## src/rtl/bcrypt_cmp_config_tx_pkg.sv

```systemverilog
// bcrypt_cmp_config_tx_pkg: shared constants, FSM states and subtype check for the CMP_CONFIG serializer
package bcrypt_cmp_config_tx_pkg;
    localparam int DEF_NUM_HASHES = 512;
    localparam int DEF_HASH_NUM_MSB = 8;
    localparam int DEF_HASH_COUNT_MSB = 9;
    localparam logic [7:0] CMP_CONFIG_MAGIC = 8'hCC;
    localparam logic [7:0] SUBTYPE_A = 8'h61;
    localparam logic [7:0] SUBTYPE_B = 8'h62;
    localparam logic [7:0] SUBTYPE_X = 8'h78;
    localparam logic [7:0] SUBTYPE_Y = 8'h79;
    typedef enum logic [3:0] {IDLE, SALT, SUBTYPE, ITER, COUNT0, COUNT1, FETCH, CMP_DATA, MAGIC} state_t;
    function automatic logic subtype_ok(input logic [7:0] s);
        return s == SUBTYPE_A || s == SUBTYPE_B || s == SUBTYPE_X || s == SUBTYPE_Y;
    endfunction
endpackage

```

## src/rtl/bcrypt_cmp_config_tx_if.sv

```systemverilog
// bcrypt_cmp_config_tx_if: byte stream with wr_en strobe and consumer back-pressure
interface bcrypt_cmp_config_tx_if;
    import bcrypt_cmp_config_tx_pkg::*;
    logic [7:0] dout;
    logic wr_en;
    logic full;
    modport master(output dout, wr_en, input full);
    modport slave(input dout, wr_en, output full);
endinterface

```

## src/rtl/bcrypt_cmp_config_tx_hashfetch.sv

```systemverilog
// bcrypt_cmp_config_tx_hashfetch: hash RAM address counter, read strobe and word capture register
module bcrypt_cmp_config_tx_hashfetch
    import bcrypt_cmp_config_tx_pkg::*;
#(
    parameter int HASH_NUM_MSB = DEF_HASH_NUM_MSB,
    parameter int HASH_COUNT_MSB = DEF_HASH_COUNT_MSB
) (
    input  logic                  CLK,
    input  logic                  rst,
    input  logic                  clear,
    input  logic                  word_req,
    input  logic [HASH_COUNT_MSB:0] cnt,
    output logic                  hash_rd_en,
    output logic [HASH_NUM_MSB:0] hash_rd_addr,
    input  logic [30:0]           hash_rd_data,
    output logic                  word_ready,
    output logic                  last,
    output logic [31:0]           word
);
    localparam int CW = HASH_COUNT_MSB + 1;
    localparam int AW = HASH_NUM_MSB + 1;
    logic at_end;
    assign hash_rd_en = word_req;
    assign at_end = CW'(hash_rd_addr) == cnt - CW'(1);
    // Address stops on the final entry so it never wraps; last marks the word just fetched.
    always_ff @(posedge CLK) begin
        if (rst || clear) begin
            hash_rd_addr <= '0;
            word_ready <= 1'b0;
            last <= 1'b0;
            word <= '0;
        end else begin
            word_ready <= word_req;
            if (word_req) begin
                last <= at_end;
                if (!at_end) hash_rd_addr <= hash_rd_addr + AW'(1);
            end
            if (word_ready) word <= {1'b0, hash_rd_data};
        end
    end
endmodule

```

## src/rtl/bcrypt_cmp_config_tx.sv

```systemverilog
// bcrypt_cmp_config_tx: serializes a bcrypt CMP_CONFIG packet onto a wr_en/full byte stream
module bcrypt_cmp_config_tx
    import bcrypt_cmp_config_tx_pkg::*;
#(
    parameter int NUM_HASHES = DEF_NUM_HASHES,
    parameter int HASH_NUM_MSB = DEF_HASH_NUM_MSB,
    parameter int HASH_COUNT_MSB = DEF_HASH_COUNT_MSB
) (
    input  logic                    CLK,
    input  logic                    rst,
    input  logic                    start,
    input  logic                    mode_cmp,
    input  logic [127:0]            cfg_salt,
    input  logic [7:0]              cfg_subtype,
    input  logic [31:0]             cfg_iter_count,
    input  logic [HASH_COUNT_MSB:0] cfg_hash_count,
    output logic                    hash_rd_en,
    output logic [HASH_NUM_MSB:0]   hash_rd_addr,
    input  logic [30:0]             hash_rd_data,
    bcrypt_cmp_config_tx_if.master  tx,
    output logic                    busy,
    output logic                    done,
    output logic                    error
);
    localparam int CW = HASH_COUNT_MSB + 1;
    state_t state, state_nxt;
    logic [1:0] byte_cnt, byte_nxt, word_cnt, word_nxt, byte_inc;
    logic [3:0] salt_idx;
    logic bv, bv_nxt, busy_nxt, done_nxt, error_nxt, accept, req, xfer, cfg_ok;
    logic [7:0] dout_r, dout_nxt, sub_r;
    logic [127:0] salt_r;
    logic [31:0] iter_r, word;
    logic [CW-1:0] cnt_r;
    logic [15:0] cnt16;
    logic word_ready, last;
    assign xfer = bv & ~tx.full;
    assign tx.wr_en = xfer;
    assign tx.dout = dout_r;
    assign cnt16 = 16'(cnt_r);
    assign salt_idx = {word_cnt, byte_cnt} + 4'd1;
    assign byte_inc = byte_cnt + 2'd1;
    assign cfg_ok = subtype_ok(cfg_subtype) &&
                    (!mode_cmp || (cfg_hash_count != '0 && cfg_hash_count <= CW'(NUM_HASHES)));
    bcrypt_cmp_config_tx_hashfetch #(
        .HASH_NUM_MSB(HASH_NUM_MSB),
        .HASH_COUNT_MSB(HASH_COUNT_MSB)
    ) u_fetch (
        .CLK(CLK),
        .rst(rst),
        .clear(accept),
        .word_req(req),
        .cnt(cnt_r),
        .hash_rd_en(hash_rd_en),
        .hash_rd_addr(hash_rd_addr),
        .hash_rd_data(hash_rd_data),
        .word_ready(word_ready),
        .last(last),
        .word(word)
    );
    // The state names the byte held in dout; on each transfer the next byte is loaded.
    always_comb begin
        state_nxt = state;
        byte_nxt = byte_cnt;
        word_nxt = word_cnt;
        bv_nxt = bv;
        dout_nxt = dout_r;
        busy_nxt = busy;
        done_nxt = 1'b0;
        error_nxt = 1'b0;
        accept = 1'b0;
        req = 1'b0;
        case (state)
            IDLE: if (start) begin
                accept = cfg_ok;
                error_nxt = ~cfg_ok;
                state_nxt = cfg_ok ? SALT : IDLE;
                byte_nxt = 2'd0;
                word_nxt = 2'd0;
                bv_nxt = cfg_ok;
                busy_nxt = cfg_ok;
                dout_nxt = cfg_ok ? cfg_salt[7:0] : dout_r;
            end
            SALT: if (xfer) begin
                {word_nxt, byte_nxt} = salt_idx;
                state_nxt = (salt_idx == 4'd0) ? SUBTYPE : SALT;
                dout_nxt = (salt_idx == 4'd0) ? sub_r : salt_r[8*salt_idx +: 8];
            end
            SUBTYPE: if (xfer) begin
                state_nxt = ITER;
                byte_nxt = 2'd0;
                dout_nxt = iter_r[7:0];
            end
            ITER: if (xfer) begin
                byte_nxt = byte_inc;
                state_nxt = (byte_cnt == 2'd3) ? COUNT0 : ITER;
                dout_nxt = (byte_cnt == 2'd3) ? cnt16[7:0] : iter_r[8*byte_inc +: 8];
            end
            COUNT0: if (xfer) begin
                state_nxt = COUNT1;
                dout_nxt = cnt16[15:8];
            end
            COUNT1: if (xfer) begin
                state_nxt = (cnt_r != '0) ? FETCH : MAGIC;
                bv_nxt = (cnt_r == '0);
                dout_nxt = CMP_CONFIG_MAGIC;
            end
            FETCH: begin
                req = ~word_ready;
                if (word_ready) begin
                    state_nxt = CMP_DATA;
                    byte_nxt = 2'd0;
                    bv_nxt = 1'b1;
                    dout_nxt = hash_rd_data[7:0];
                end
            end
            CMP_DATA: if (xfer) begin
                byte_nxt = byte_inc;
                state_nxt = (byte_cnt != 2'd3) ? CMP_DATA : (last ? MAGIC : FETCH);
                bv_nxt = (byte_cnt != 2'd3) || last;
                dout_nxt = (byte_cnt != 2'd3) ? word[8*byte_inc +: 8] : CMP_CONFIG_MAGIC;
            end
            MAGIC: if (xfer) begin
                state_nxt = IDLE;
                bv_nxt = 1'b0;
                busy_nxt = 1'b0;
                done_nxt = 1'b1;
            end
            default: state_nxt = IDLE;
        endcase
    end
    // Control and output registers; reset aborts any packet in flight.
    always_ff @(posedge CLK) begin
        if (rst) begin
            state <= IDLE;
            byte_cnt <= 2'd0;
            word_cnt <= 2'd0;
            bv <= 1'b0;
            dout_r <= 8'd0;
            busy <= 1'b0;
            done <= 1'b0;
            error <= 1'b0;
        end else begin
            state <= state_nxt;
            byte_cnt <= byte_nxt;
            word_cnt <= word_nxt;
            bv <= bv_nxt;
            dout_r <= dout_nxt;
            busy <= busy_nxt;
            done <= done_nxt;
            error <= error_nxt;
        end
    end
    // Configuration snapshot taken when a start is accepted; count is zero outside compare mode.
    always_ff @(posedge CLK) begin
        if (accept) begin
            salt_r <= cfg_salt;
            sub_r <= cfg_subtype;
            iter_r <= cfg_iter_count;
            cnt_r <= mode_cmp ? cfg_hash_count : '0;
        end
    end
endmodule

```

## src/flat_wrapper.sv

```systemverilog
// flat-port wrapper written by rule: the top's interface ports become plain ports
module bcrypt_cmp_config_tx_flat import bcrypt_cmp_config_tx_pkg::*;
#(
    parameter int NUM_HASHES = DEF_NUM_HASHES,
    parameter int HASH_NUM_MSB = DEF_HASH_NUM_MSB,
    parameter int HASH_COUNT_MSB = DEF_HASH_COUNT_MSB
)
  (CLK, rst, start, mode_cmp, cfg_salt, cfg_subtype, cfg_iter_count, cfg_hash_count, hash_rd_en, hash_rd_addr, hash_rd_data, busy, done, error, tx_dout, tx_wr_en, tx_full);
  bcrypt_cmp_config_tx_if tx_i ();
  input  logic CLK;
  input  logic rst;
  input  logic start;
  input  logic mode_cmp;
  input  logic [127:0] cfg_salt;
  input  logic [7:0] cfg_subtype;
  input  logic [31:0] cfg_iter_count;
  input  logic [HASH_COUNT_MSB:0] cfg_hash_count;
  output logic hash_rd_en;
  output logic [HASH_NUM_MSB:0] hash_rd_addr;
  input  logic [30:0] hash_rd_data;
  output logic busy;
  output logic done;
  output logic error;
  output wire logic [$bits(tx_i.dout)-1:0] tx_dout;
  output wire logic [$bits(tx_i.wr_en)-1:0] tx_wr_en;
  input wire logic [$bits(tx_i.full)-1:0] tx_full;
  assign tx_dout = tx_i.dout;
  assign tx_wr_en = tx_i.wr_en;
  assign tx_i.full = tx_full;
  bcrypt_cmp_config_tx #(.NUM_HASHES(NUM_HASHES), .HASH_NUM_MSB(HASH_NUM_MSB), .HASH_COUNT_MSB(HASH_COUNT_MSB)) u_core (.CLK(CLK), .rst(rst), .start(start), .mode_cmp(mode_cmp), .cfg_salt(cfg_salt), .cfg_subtype(cfg_subtype), .cfg_iter_count(cfg_iter_count), .cfg_hash_count(cfg_hash_count), .hash_rd_en(hash_rd_en), .hash_rd_addr(hash_rd_addr), .hash_rd_data(hash_rd_data), .tx(tx_i), .busy(busy), .done(done), .error(error));
endmodule
```

## config.mk

```make
export PLATFORM = sky130hd
export DESIGN_NAME = bcrypt_cmp_config_tx_flat
export DESIGN_NICKNAME = d
export VERILOG_FILES = /design/src/rtl/bcrypt_cmp_config_tx_pkg.sv /design/src/rtl/bcrypt_cmp_config_tx_if.sv /design/src/rtl/bcrypt_cmp_config_tx_hashfetch.sv /design/src/rtl/bcrypt_cmp_config_tx.sv /design/src/flat_wrapper.sv
export SDC_FILE = /design/constraint.sdc
export NUM_CORES = 1
export LEC_CHECK = 0
export BUFFER_PORTS_ARGS = -buffer_cell sky130_fd_sc_hd__buf_4
export CAP_MARGIN = 20
export CORE_MARGIN = 2
export CORE_UTILIZATION = 43
export DETAILED_ROUTE_END_ITERATION = 6
export GPL_TIMING_DRIVEN = 0
export HOLD_SLACK_MARGIN = 0.1
export PLACE_DENSITY = 0.68
export SLEW_MARGIN = 40
export SYNTH_ARGS = -nofsm -noshare
export SYNTH_HDL_FRONTEND = slang
export SYNTH_SLANG_ARGS = --single-unit
```

## constraint.sdc

```tcl
create_clock -name CLK -period 11.2 [get_ports CLK]
set_input_delay 1.12 -clock CLK [delete_from_list [all_inputs] [get_ports CLK]]
set_output_delay 1.12 -clock CLK [all_outputs]
set_load 0.1 [all_outputs]
```

Word-level counts from Yosys, hierarchy flattened
Index checks and enable logic that the tools add are counted.

cells by class
  add/subtract/negate cells = 4
  $lt $le $gt $ge = 1
  equal/unequal tests = 26
  shifts and indexed selects = 3
  muxes and demuxes = 48
  bitwise operators = 8
  reductions and logical operators = 29

operators by type and width
  cell                                                 number
  indexed part select 128 x 8 -> 8 bit                 1
  two-way mux 8 bit                                    12
  case mux 8 bit (8 select lines)                      1
  indexed part select 32 x 6 -> 8 bit                  2
  two-way mux 4 bit                                    12
  case mux 4 bit (9 select lines)                      1
  == test 8 x 7 -> 1 bit (second input constant)       4
  inequality test 2 bit (second input constant)        10
  nonzero test 10 bit                                  2
  == test 4 x 3 -> 1 bit (second input constant)       4
  two-way mux 2 bit                                    7
  AND reduction 6 bit                                  2
  == test 9 x 10 -> 1 bit                              1
  <= comparator 10 bit (second input constant)         1
  zero test 10 bit                                     1
  two-way mux 1 bit                                    10
  case mux 2 bit (5 select lines)                      1
  AND reduction 10 bit                                 1
  nonzero test 5 bit                                   2
  subtractor 10 x 1 -> 10 bit (second input constant)  1
  adder 9 x 1 -> 9 bit (second input constant)         1
  AND reduction 9 bit                                  1
  == test 4 x 2 -> 1 bit (second input constant)       2
  zero test 4 bit                                      2
  21 further kinds                                     37

storage, ports and cells
  bits in registers = 240
  input bits = 214
  output and inout port bits = 22
  logic and storage cells = 135

Logic depth before layout (Yosys ltp)
Gate-level depths: netlist of the first run.

  depth in word-level cells = 8
  mapped depth = 12
  mapped depth without buffers = 9

Cells and area by module
From an unflattened synthesis of the first run, not the netlist that was laid out.

second synthesis, totals
  cells, all modules = 756
  area total of the unflattened synthesis = 10601.4 um^2

modules (own cells, without submodules)
  module                          instances  cells an instance  area an instance (um^2)  seq. area each (um^2)
  bcrypt_cmp_config_tx            1          547                8635.8                   5745.5
  bcrypt_cmp_config_tx_hashfetch  1          209                1965.6                   840.8

Worst setup path after synthesis of the first run
Ideal clock, no wire load.

  kind = input -> register
  start point = input cfg_hash_count[4]
  end point = register u_core.cnt_r[0], enable pin
  library setup time = 0.739 ns
  arrival = 9.904 ns
  required time = 10.461 ns
  path slack = 0.558 ns
  stages on the path = 5
  buffers on the path = 0
  cell sequence = nor4_1 a31oi_1 o21ai_0 nor2b_1 nor2b_1

between the ends
  longest elaborated chain between the ends = 6
  elaborated cells between the ends (all ways) = 7
  classes of those cells = 1 x order compare; 2 x mux; 4 x reduce/logical

RTL lines
  what                                                                RTL line                     source
  from (decl)                                                         flat_wrapper.sv:17           input logic [HASH_COUNT_MSB:0] cfg_hash_count;
  <= comparator 10 bit / nonzero test 10 bit (equally long branches)  bcrypt_cmp_config_tx.sv:43   (!mode_cmp || (cfg_hash_count != '0 && cfg_hash_count <= CW'(NUM_HASHES)));
  logical AND 1 bit (*)                                               bcrypt_cmp_config_tx.sv:43
  logical OR 1 bit (*)                                                bcrypt_cmp_config_tx.sv:43
  logical AND 1 bit (*)                                               bcrypt_cmp_config_tx.sv:42   assign cfg_ok = subtype_ok(cfg_subtype) &&
  two-way mux 1 bit (*)                                               bcrypt_cmp_config_tx.sv:73   IDLE: if (start) begin
  two-way mux 1 bit (*)                                               bcrypt_cmp_config_tx.sv:72   case (state)
  named net u_core.accept                                             bcrypt_cmp_config_tx.sv:29   logic bv, bv_nxt, busy_nxt, done_nxt, error_nxt, accept, req, xfer, cfg_ok;
  to (signal assigned)                                                bcrypt_cmp_config_tx.sv:159  cnt_r <= mode_cmp ? cfg_hash_count : '0;
  to (decl)                                                           bcrypt_cmp_config_tx.sv:33   logic [CW-1:0] cnt_r;

The timed path passes the listed nets; every way through them passes the cells marked *.
A chain may end at the register's enable or synchronous reset.

Final worst setup path of the first run
  start point = input cfg_hash_count[4]
  end point = register u_core.salt_r[127], enable pin

between the ends
  longest elaborated chain between the ends = 6
  elaborated cells between the ends (all ways) = 7
  classes of those cells = 1 x order compare; 2 x mux; 4 x reduce/logical

RTL lines
  what                                                                RTL line                     source
  <= comparator 10 bit / nonzero test 10 bit (equally long branches)  bcrypt_cmp_config_tx.sv:43
  logical AND 1 bit (*)                                               bcrypt_cmp_config_tx.sv:43
  logical OR 1 bit (*)                                                bcrypt_cmp_config_tx.sv:43
  logical AND 1 bit (*)                                               bcrypt_cmp_config_tx.sv:42
  two-way mux 1 bit (*)                                               bcrypt_cmp_config_tx.sv:73
  two-way mux 1 bit (*)                                               bcrypt_cmp_config_tx.sv:72
  named net u_core.accept                                             bcrypt_cmp_config_tx.sv:29
  to (signal assigned)                                                bcrypt_cmp_config_tx.sv:156  salt_r <= cfg_salt;
  to (decl)                                                           bcrypt_cmp_config_tx.sv:31   logic [127:0] salt_r;

Marks and branches as above.

==> results.yml, run 1 <==
run_status:
  outcome: "complete, no violations"
sta:
  period_minus_slack_ps: 3661
  fin_setup_tns_ps: 0
  hold_slack_ps: 470.7
  fin_crit_sh: 0.3268
  finalSetupViolations: 0
  finalClockSkew_ps: 16.57
  report.final.hold_viol_count: 0
  rsz0062_at_grt: "false"
  slew_headroom: 0.4842
  fmax_ghz: 0.2732
  tightest_slew_ps: 773.8
  slew_viol_final: 0
placement:
  hpwl_um: 21130
  port_buffers: 234
  gp_congestion: 0.9009
  placed_area_um2: 12780
clock_tree:
  clkTransAtPathRegs_ps: 60
  clock-sinks: 240
  cts_tree: "done"
  root_buffer: "clkbuf_16"
  cts_htree_levels: 1
  clock_latency_ps: 530
  post-cts-setup-buffers: 0
  cts_resized: 0
  clockBufferDepth: 3
  cts_hold_buf: 0
  cts_buffers: 26
hold_path:
  holdPathEnd: "u_core.tx.dout[7]"
  hold_path.class: "flop to flop"
  hp-start: "u_core.tx.dout[7]"
  hold_depth: 1
die:
  initial_utilization: 0.4416
  top_level_ports: 236
  die_area_um2: 25510
  row_count: 56
  core_um2: 23610
  die_h_um: 159.7
  die_w_um: 159.7
synthesis:
  synth_cell_types: 58
  synth_area_leaders: "edfxtp_1 51%, dfxtp_1 12%, mux4_2 10%, mux2i_1 4.4%, nor2_1 2.6%"
  synth_nets: 963
  yosysMostFrequentCell: "edfxtp_1"
  synth_edf_count: 178
  netlist_top_cells_count: "178 x edfxtp_1, 71 x nor2_1, 62 x dfxtp_1"
  ys_warn_count: 0
  ys_ff_latch: 240
  synth_seq_area_share: 0.6317
  synth.top_cell.area_share: 0.5127
  synth_cells: 746
  yosysTopAreaCell: "edfxtp_1"
  yosys_most_used_dff: "edfxtp_1"
  avgSynthCellArea_um2: 13.98
  syn_area_um2: 10430
  synth-async-reset-ratio: 0
setup_path:
  worstSetupEndpointType: "flop"
  timing.rr.end: "u_core.salt_r[127]"
  arrival_ps: 3890
  r2r-start: "u_core.state[2]"
  path_class: "primary input to flop"
  reg2reg_depth: 8
  worstPathRequired_ps: 11430
  start_kind: "primary input"
  cp_max_fo: 20
  r2r_setup_slack_ps: 7930
grt:
  overflow: 0
  grt_pass1_wl_um: 42690
  grt_max_degree: 24
  grt_pass1_vias: 7362
  grt.total_usage: 0.2173
  antenna_found_initial: 0
layout:
  syn_to_final_growth_pct: 30.85
  utilization: 0.5778
  stdcell_area_um2: 13640
  nets: 1234
  nFillCells: 1922
  drive_gt1_frac: 0.3394
  diodes: 0
drt:
  wl_um: 27750
  first_pass_iters: 7
  antenna_left: 0
  post_drt_wl_per_cell_um: 20.46
  drcViolationCount: 0
  vias: 7260
  avgViaCountPerCell: 5.354
  drtIter0Drc: 487
power_and_ir_drop:
  power.density_nw_per_um2: 139.3
  p_leak_nw: 4.890
  peakVddDrop_v: 0.0001301
  p_total_mw: 1.900
run:
  drv_cap: 0
power by group:
part / internal [mW] / total [mW] / switching [mW]
logic: 0.0561 / 0.0897 / 0.0336
clock network: 0.509 / 0.852 / 0.343
registers: 0.958 / 0.959 / 0.00126
total: 1.52 / 1.90 / 0.378
stage by stage:
stage,std cells,worst slack (ps)
CTS,1356,7527
finish,1356,7539
global placement,1299,-3035
global route,1356,7272
floorplan,746,557.6
detailed placement,1308,6979
state kept, by name, indices dropped and copies added (netlist names):
signal / flops
u_core.word_cnt: 2
u_core.state: 4
u_core.tx.dout: 8
u_core.iter_r: 32
u_core.u_fetch.word: 31
u_core.u_fetch.hash_rd_addr: 9
u_core.u_fetch.last: 1
u_core.cnt_r: 10
u_core.salt_r: 128
u_core.byte_cnt: 2
u_core.error: 1
u_core.bv: 1
u_core.busy: 1
u_core.done: 1
u_core.u_fetch.word_ready: 1
u_core.sub_r: 8
routing by layer:
metal / part of all wire / track usage / wire [um]
met3: 0.097 / 0.06727 / 2689
met5: 0 / 0 / 0
met1: 0.41 / 0.2876 / 11340
met2: 0.46 / 0.3457 / 12880
met4: 0.030 / 0.06612 / 838
area by class of cell:
type                       instances  area (um^2)  area share
tap                              319        399.1     0.02926
clock inverter                    15        160.2     0.01174
buffer                            48        195.2     0.01431
timing repair buffer             243         1942      0.1423
clock buffer                      33        696.9     0.05108
inverter                          12        45.04    0.003302
multi-input combinational        446         3618      0.2652
sequential                       240         6586      0.4828
critical path: stages:
cell and delay (ps):
buf_4 110, nor4_1 350, a31oi_1 130, o21ai_0 440, nor2b_1 370, nor2b_4 500, buf_8 260, buf_8 220
buf_16 180, buf_16 170
cell families after synthesis:
family	after synthesis	share of synthesized area
mux	95	0.1489
simple gates	210	0.1008
flops	240	0.6317
buf+inv	60	0.02292
fa+ha+maj	3	0.003601
xor+xnor	13	0.01092
compound gates	125	0.08112
layout by cell type, fill, tap and decap left out, types with 5 or more instances in the layout:
cell type	netlist	routed
a211o_1	6	6
a211oi_1	6	6
a21oi_1	36	36
a22oi_1	8	8
and2_1	12	12
buf_1	6	5
buf_2	11	11
buf_4	0	234
buf_8	0	5
clkbuf_1	31	36
clkbuf_16	0	26
clkinv_1	0	5
dfxtp_1	62	62
edfxtp_1	178	178
inv_1	12	12
mux2i_1	46	46
mux4_2	48	48
nand2_1	35	35
nand2b_1	13	13
nand3_1	17	17
nor2_1	71	70
nor2b_1	10	9
nor3_1	14	14
o21ai_0	15	15
o22ai_1	11	11
o31ai_1	5	5
or3_1	8	8
xor2_1	9	8
worst max-delay path by stage:
stage               slack, ps                  to  cells past startpoint         startpoint
CTS                      7530  u_core.salt_r[127]                     10  cfg_hash_count[4]
floorplan                 560     u_core.cnt_r[0]                      5  cfg_hash_count[4]
detailed placement       6980  u_core.salt_r[103]                     10  cfg_hash_count[4]
global route             7270  u_core.salt_r[103]                     10  cfg_hash_count[4]
global placement        -3030  u_core.salt_r[127]                      6  cfg_hash_count[4]
finish                   7540  u_core.salt_r[127]                     10  cfg_hash_count[4]
Power figures use the tool's default switching activity.
==> run 2, diff against run 1 <==
ABC_AREA = 1   (was not set)
PLACE_DENSITY = 0.66   (was 0.68)
clock period = 3.7 ns   (was 11.2 ns; I/O delays follow)
==> results.yml, run 2 <==
power_and_ir_drop:
  power.density_nw_per_um2: 386.0
  p_total_mw: 6.120
  peakVddDrop_v: 0.0004134
  p_leak_nw: 6.505
layout:
  layout.cells.non_filler: 1970
  layout_common_cells: "284 x nand2_1, 235 x buf_4, 180 x dlygate4sd3_1"
  drive_gt1_frac: 0.2072
  nFillCells: 1916
  final_common_cell: "nand2_1"
  largestRegisters: "u_core.salt_r (128), u_core.iter_r (32), u_core.u_fetch.word (31)"
  largest-register: "u_core.salt_r"
  nets: 1840
  largest_reg_flops: 128
  syn_to_final_growth_pct: 46.92
clock_tree:
  cts_resized: 0
  clock-sinks: 240
  clkTransAtPathRegs_ps: 60
  clockBufferDepth: 3
  root_buffer: "clkbuf_16"
  clock_latency_ps: 540
  cts_htree_levels: 1
  cts_tree: "done"
  cts_buffers: 26
setup_path:
  path_class: "primary input to flop"
  start_kind: "primary input"
  timing.rr.end: "u_core.salt_r[30]"
  cp_slowest_cell: "dlygate4sd3_1"
  cp_max_fo: 25
  worstPathRequired_ps: 3950
  arrival_ps: 3240
  worst_path_most_repeated_cell: "buf_16"
  reg2reg_depth: 12
  worstSetupEndpointType: "flop"
  r2r-start: "u_core.state[0]"
  crit_chain: "dlygate4sd3_1 > buf_4 > o21ai_0 > nand3_1 > nor3_1 > nand3_2 > nor2_1 > nand2_1 > clkinvlp_4 > buf_12 > buf_16 > buf_16 > buf_16"
  r2r_setup_slack_ps: 1020
  slowest_delay_ps: 550
die:
  top_level_ports: 236
  core_um2: 24460
  die_h_um: 162.4
  die_w_um: 162.4
  row_count: 57
  die_area_um2: 26380
  initial_utilization: 0.4412
placement:
  port_buffers: 234
  hpwl_um: 24570
  place_inst: 1739
  gp_congestion: 0.9240
drt:
  vias: 10040
  drcViolationCount: 0
  wl_um: 35450
  drtIter0Drc: 835
  antenna_left: 0
  post_drt_wl_per_cell_um: 17.99
  avgViaCountPerCell: 5.095
  first_pass_iters: 7
synthesis:
  netlist_top_cells_count: "284 x nand2_1, 178 x edfxtp_1, 166 x nand3_1"
  synth_area_leaders: "edfxtp_1 50%, dfxtp_1 12%, nand2_1 9.9%, nand3_1 7.7%, nor2_1 4.9%"
  yosysTopAreaCell: "edfxtp_1"
  yosysMostFrequentCell: "nand2_1"
  synth_cell_types: 34
  synth_nets: 1390
  synth_edf_count: 178
  synth_cells: 1173
  synth_seq_area_share: 0.6103
  synth.top_cell.area_share: 0.4953
  ys_warn_count: 0
  syn_area_um2: 10790
  ys_ff_latch: 240
  synth-async-reset-ratio: 0
  yosys_most_used_dff: "edfxtp_1"
  avgSynthCellArea_um2: 9.200
run_status:
  outcome: "complete, no violations"
grt:
  grt_pass1_vias: 9947
  grt_max_degree: 27
  grt.total_usage: 0.2639
  grt_pass1_wl_um: 53300
  antenna_found_initial: 4
  overflow: 0
hold_path:
  hp-start: "hash_rd_data[21]"
  hold_depth: 3
  hold_path.class: "primary input to flop"
  holdPathEnd: "u_core.u_fetch.word[21]"
sta:
  slew_headroom: 0.4942
  finalSetupViolations: 0
  slew_viol_final: 0
  finalClockSkew_ps: 17.69
  fin_crit_sh: 0.8089
  rsz0062_at_grt: "false"
  period_minus_slack_ps: 2993
  fmax_ghz: 0.3341
  tightest_slew_ps: 758.7
  report.final.hold_viol_count: 0
run:
  drv_cap: 0
==> run 2: cell types whose count changed in the layout (fill, tap and decap cells not counted), sizes merged, moves of 13 or more <==
| cell | change |
|---|---|
| nand2 | +254 |
| dlygate4sd3 | +180 |
| nand3 | +151 |
| inv | +83 |
| nor2 | +78 |
| mux4 | -48 |
| o21ai | +44 |
| mux2i | -33 |
| a21oi | +26 |
| and2 | -13 |
| nand2b | -13 |
==> run 2: report_power, final <==
group	switching [mW]	leakage (nW)	total, mW	internal, mW
sequential	0.00522	2.10	2.90	2.90
clock	1.10	0.406	2.59	1.50
combinational	0.285	4.00	0.622	0.337
total	1.39	6.50	6.12	4.73
==> run 2: layout make-up <==
cell class | count | area, um^2 | area share
Sequential cell | 240 | 6586 | 0.4154
Timing Repair Buffer | 422 | 3764 | 0.2374
Multi-Input combinational cell | 784 | 3636 | 0.2293
Clock buffer | 27 | 654.4 | 0.04127
Tap cell | 324 | 405.4 | 0.02557
Inverter | 96 | 364.1 | 0.02296
Buffer | 53 | 237.7 | 0.01499
Clock inverter | 19 | 195.2 | 0.01231
Antenna cell | 5 | 12.51 | 0.0007891
==> run 2: worst max-delay path by stage <==
stage | startpoint | endpoint | slack [ps] | cells after the start
after global routing | cfg_subtype[1] | u_core.salt_r[30] | 520 | 13
after global placement | cfg_hash_count[1] | u_core.salt_r[49] | -1630 | 9
final | cfg_subtype[1] | u_core.salt_r[30] | 710 | 13
after CTS | cfg_subtype[1] | u_core.salt_r[30] | 730 | 13
after detailed placement | cfg_subtype[1] | u_core.salt_r[71] | 740 | 12
after floorplan | cfg_hash_count[5] | u_core.cnt_r[0] | -300 | 8
==> run 2: layer usage <==
layer | up-vias | track usage | wire length (um)
met5 | - | 0 | 0
met3 | 67 | 0.04940 | 2814
met1 | 4679 | 0.3396 | 14340
met2 | 438 | 0.4528 | 17280
met4 | 0 | 0.08327 | 1018
li1 | 4854 | - | -
==> run 2: repair_timing <==
| item | 4_1_cts | 5_1_grt |
|---|---|---|
| endpoints found under the hold margin | 180 | 0 |
| hold buffers | 180 | 0 |
| buffers inserted | 0 | 0 |
| setup endpoints to repair | 0 | 0 |
==> run 2: kinds of logic (layout without fill, tap and decap cells) <==
logic type | after synthesis | in the layout | share of synthesized area
AO/OA/AOI/OAI | 130 | 130 | 0.06180
XOR/XNOR | 11 | 11 | 0.009624
adder cells (fa/ha/maj) | 3 | 3 | 0.003479
buffers and inverters | 149 | 617 | 0.05530
flip-flops | 240 | 240 | 0.6103
multiplexers | 13 | 13 | 0.01206
other | 0 | 5 | 0
AND/OR/NAND/NOR | 627 | 627 | 0.2474
==> run 2: critical path, delay by kind of cell <==
family | cells | cell delay, ps
AO/OA/AOI/OAI | 1 | 160
buffers and inverters | 7 | 1820
AND/OR/NAND/NOR | 5 | 860
==> run 2: per-stage QoR <==
stage | worst slack, ps | TNS (ps) | hold slack [ps] | cell area, um^2 | util
5_1_grt | 521.7 | 0 | 112.1 | 15860 | 0.6482
4_1_cts | 729.1 | 0 | 101.3 | 15840 | 0.6476
3_5_place_dp | 741.6 | 0 | 457.1 | 13190 | 0.5393
3_3_place_gp | -1627 | -288020 | 452.3 | 12990 | 0.5309
2_1_floorplan | -304.2 | -54150 | 468.9 | 10820 | -
6_report | 707.2 | 0 | 110.8 | 15860 | 0.6482
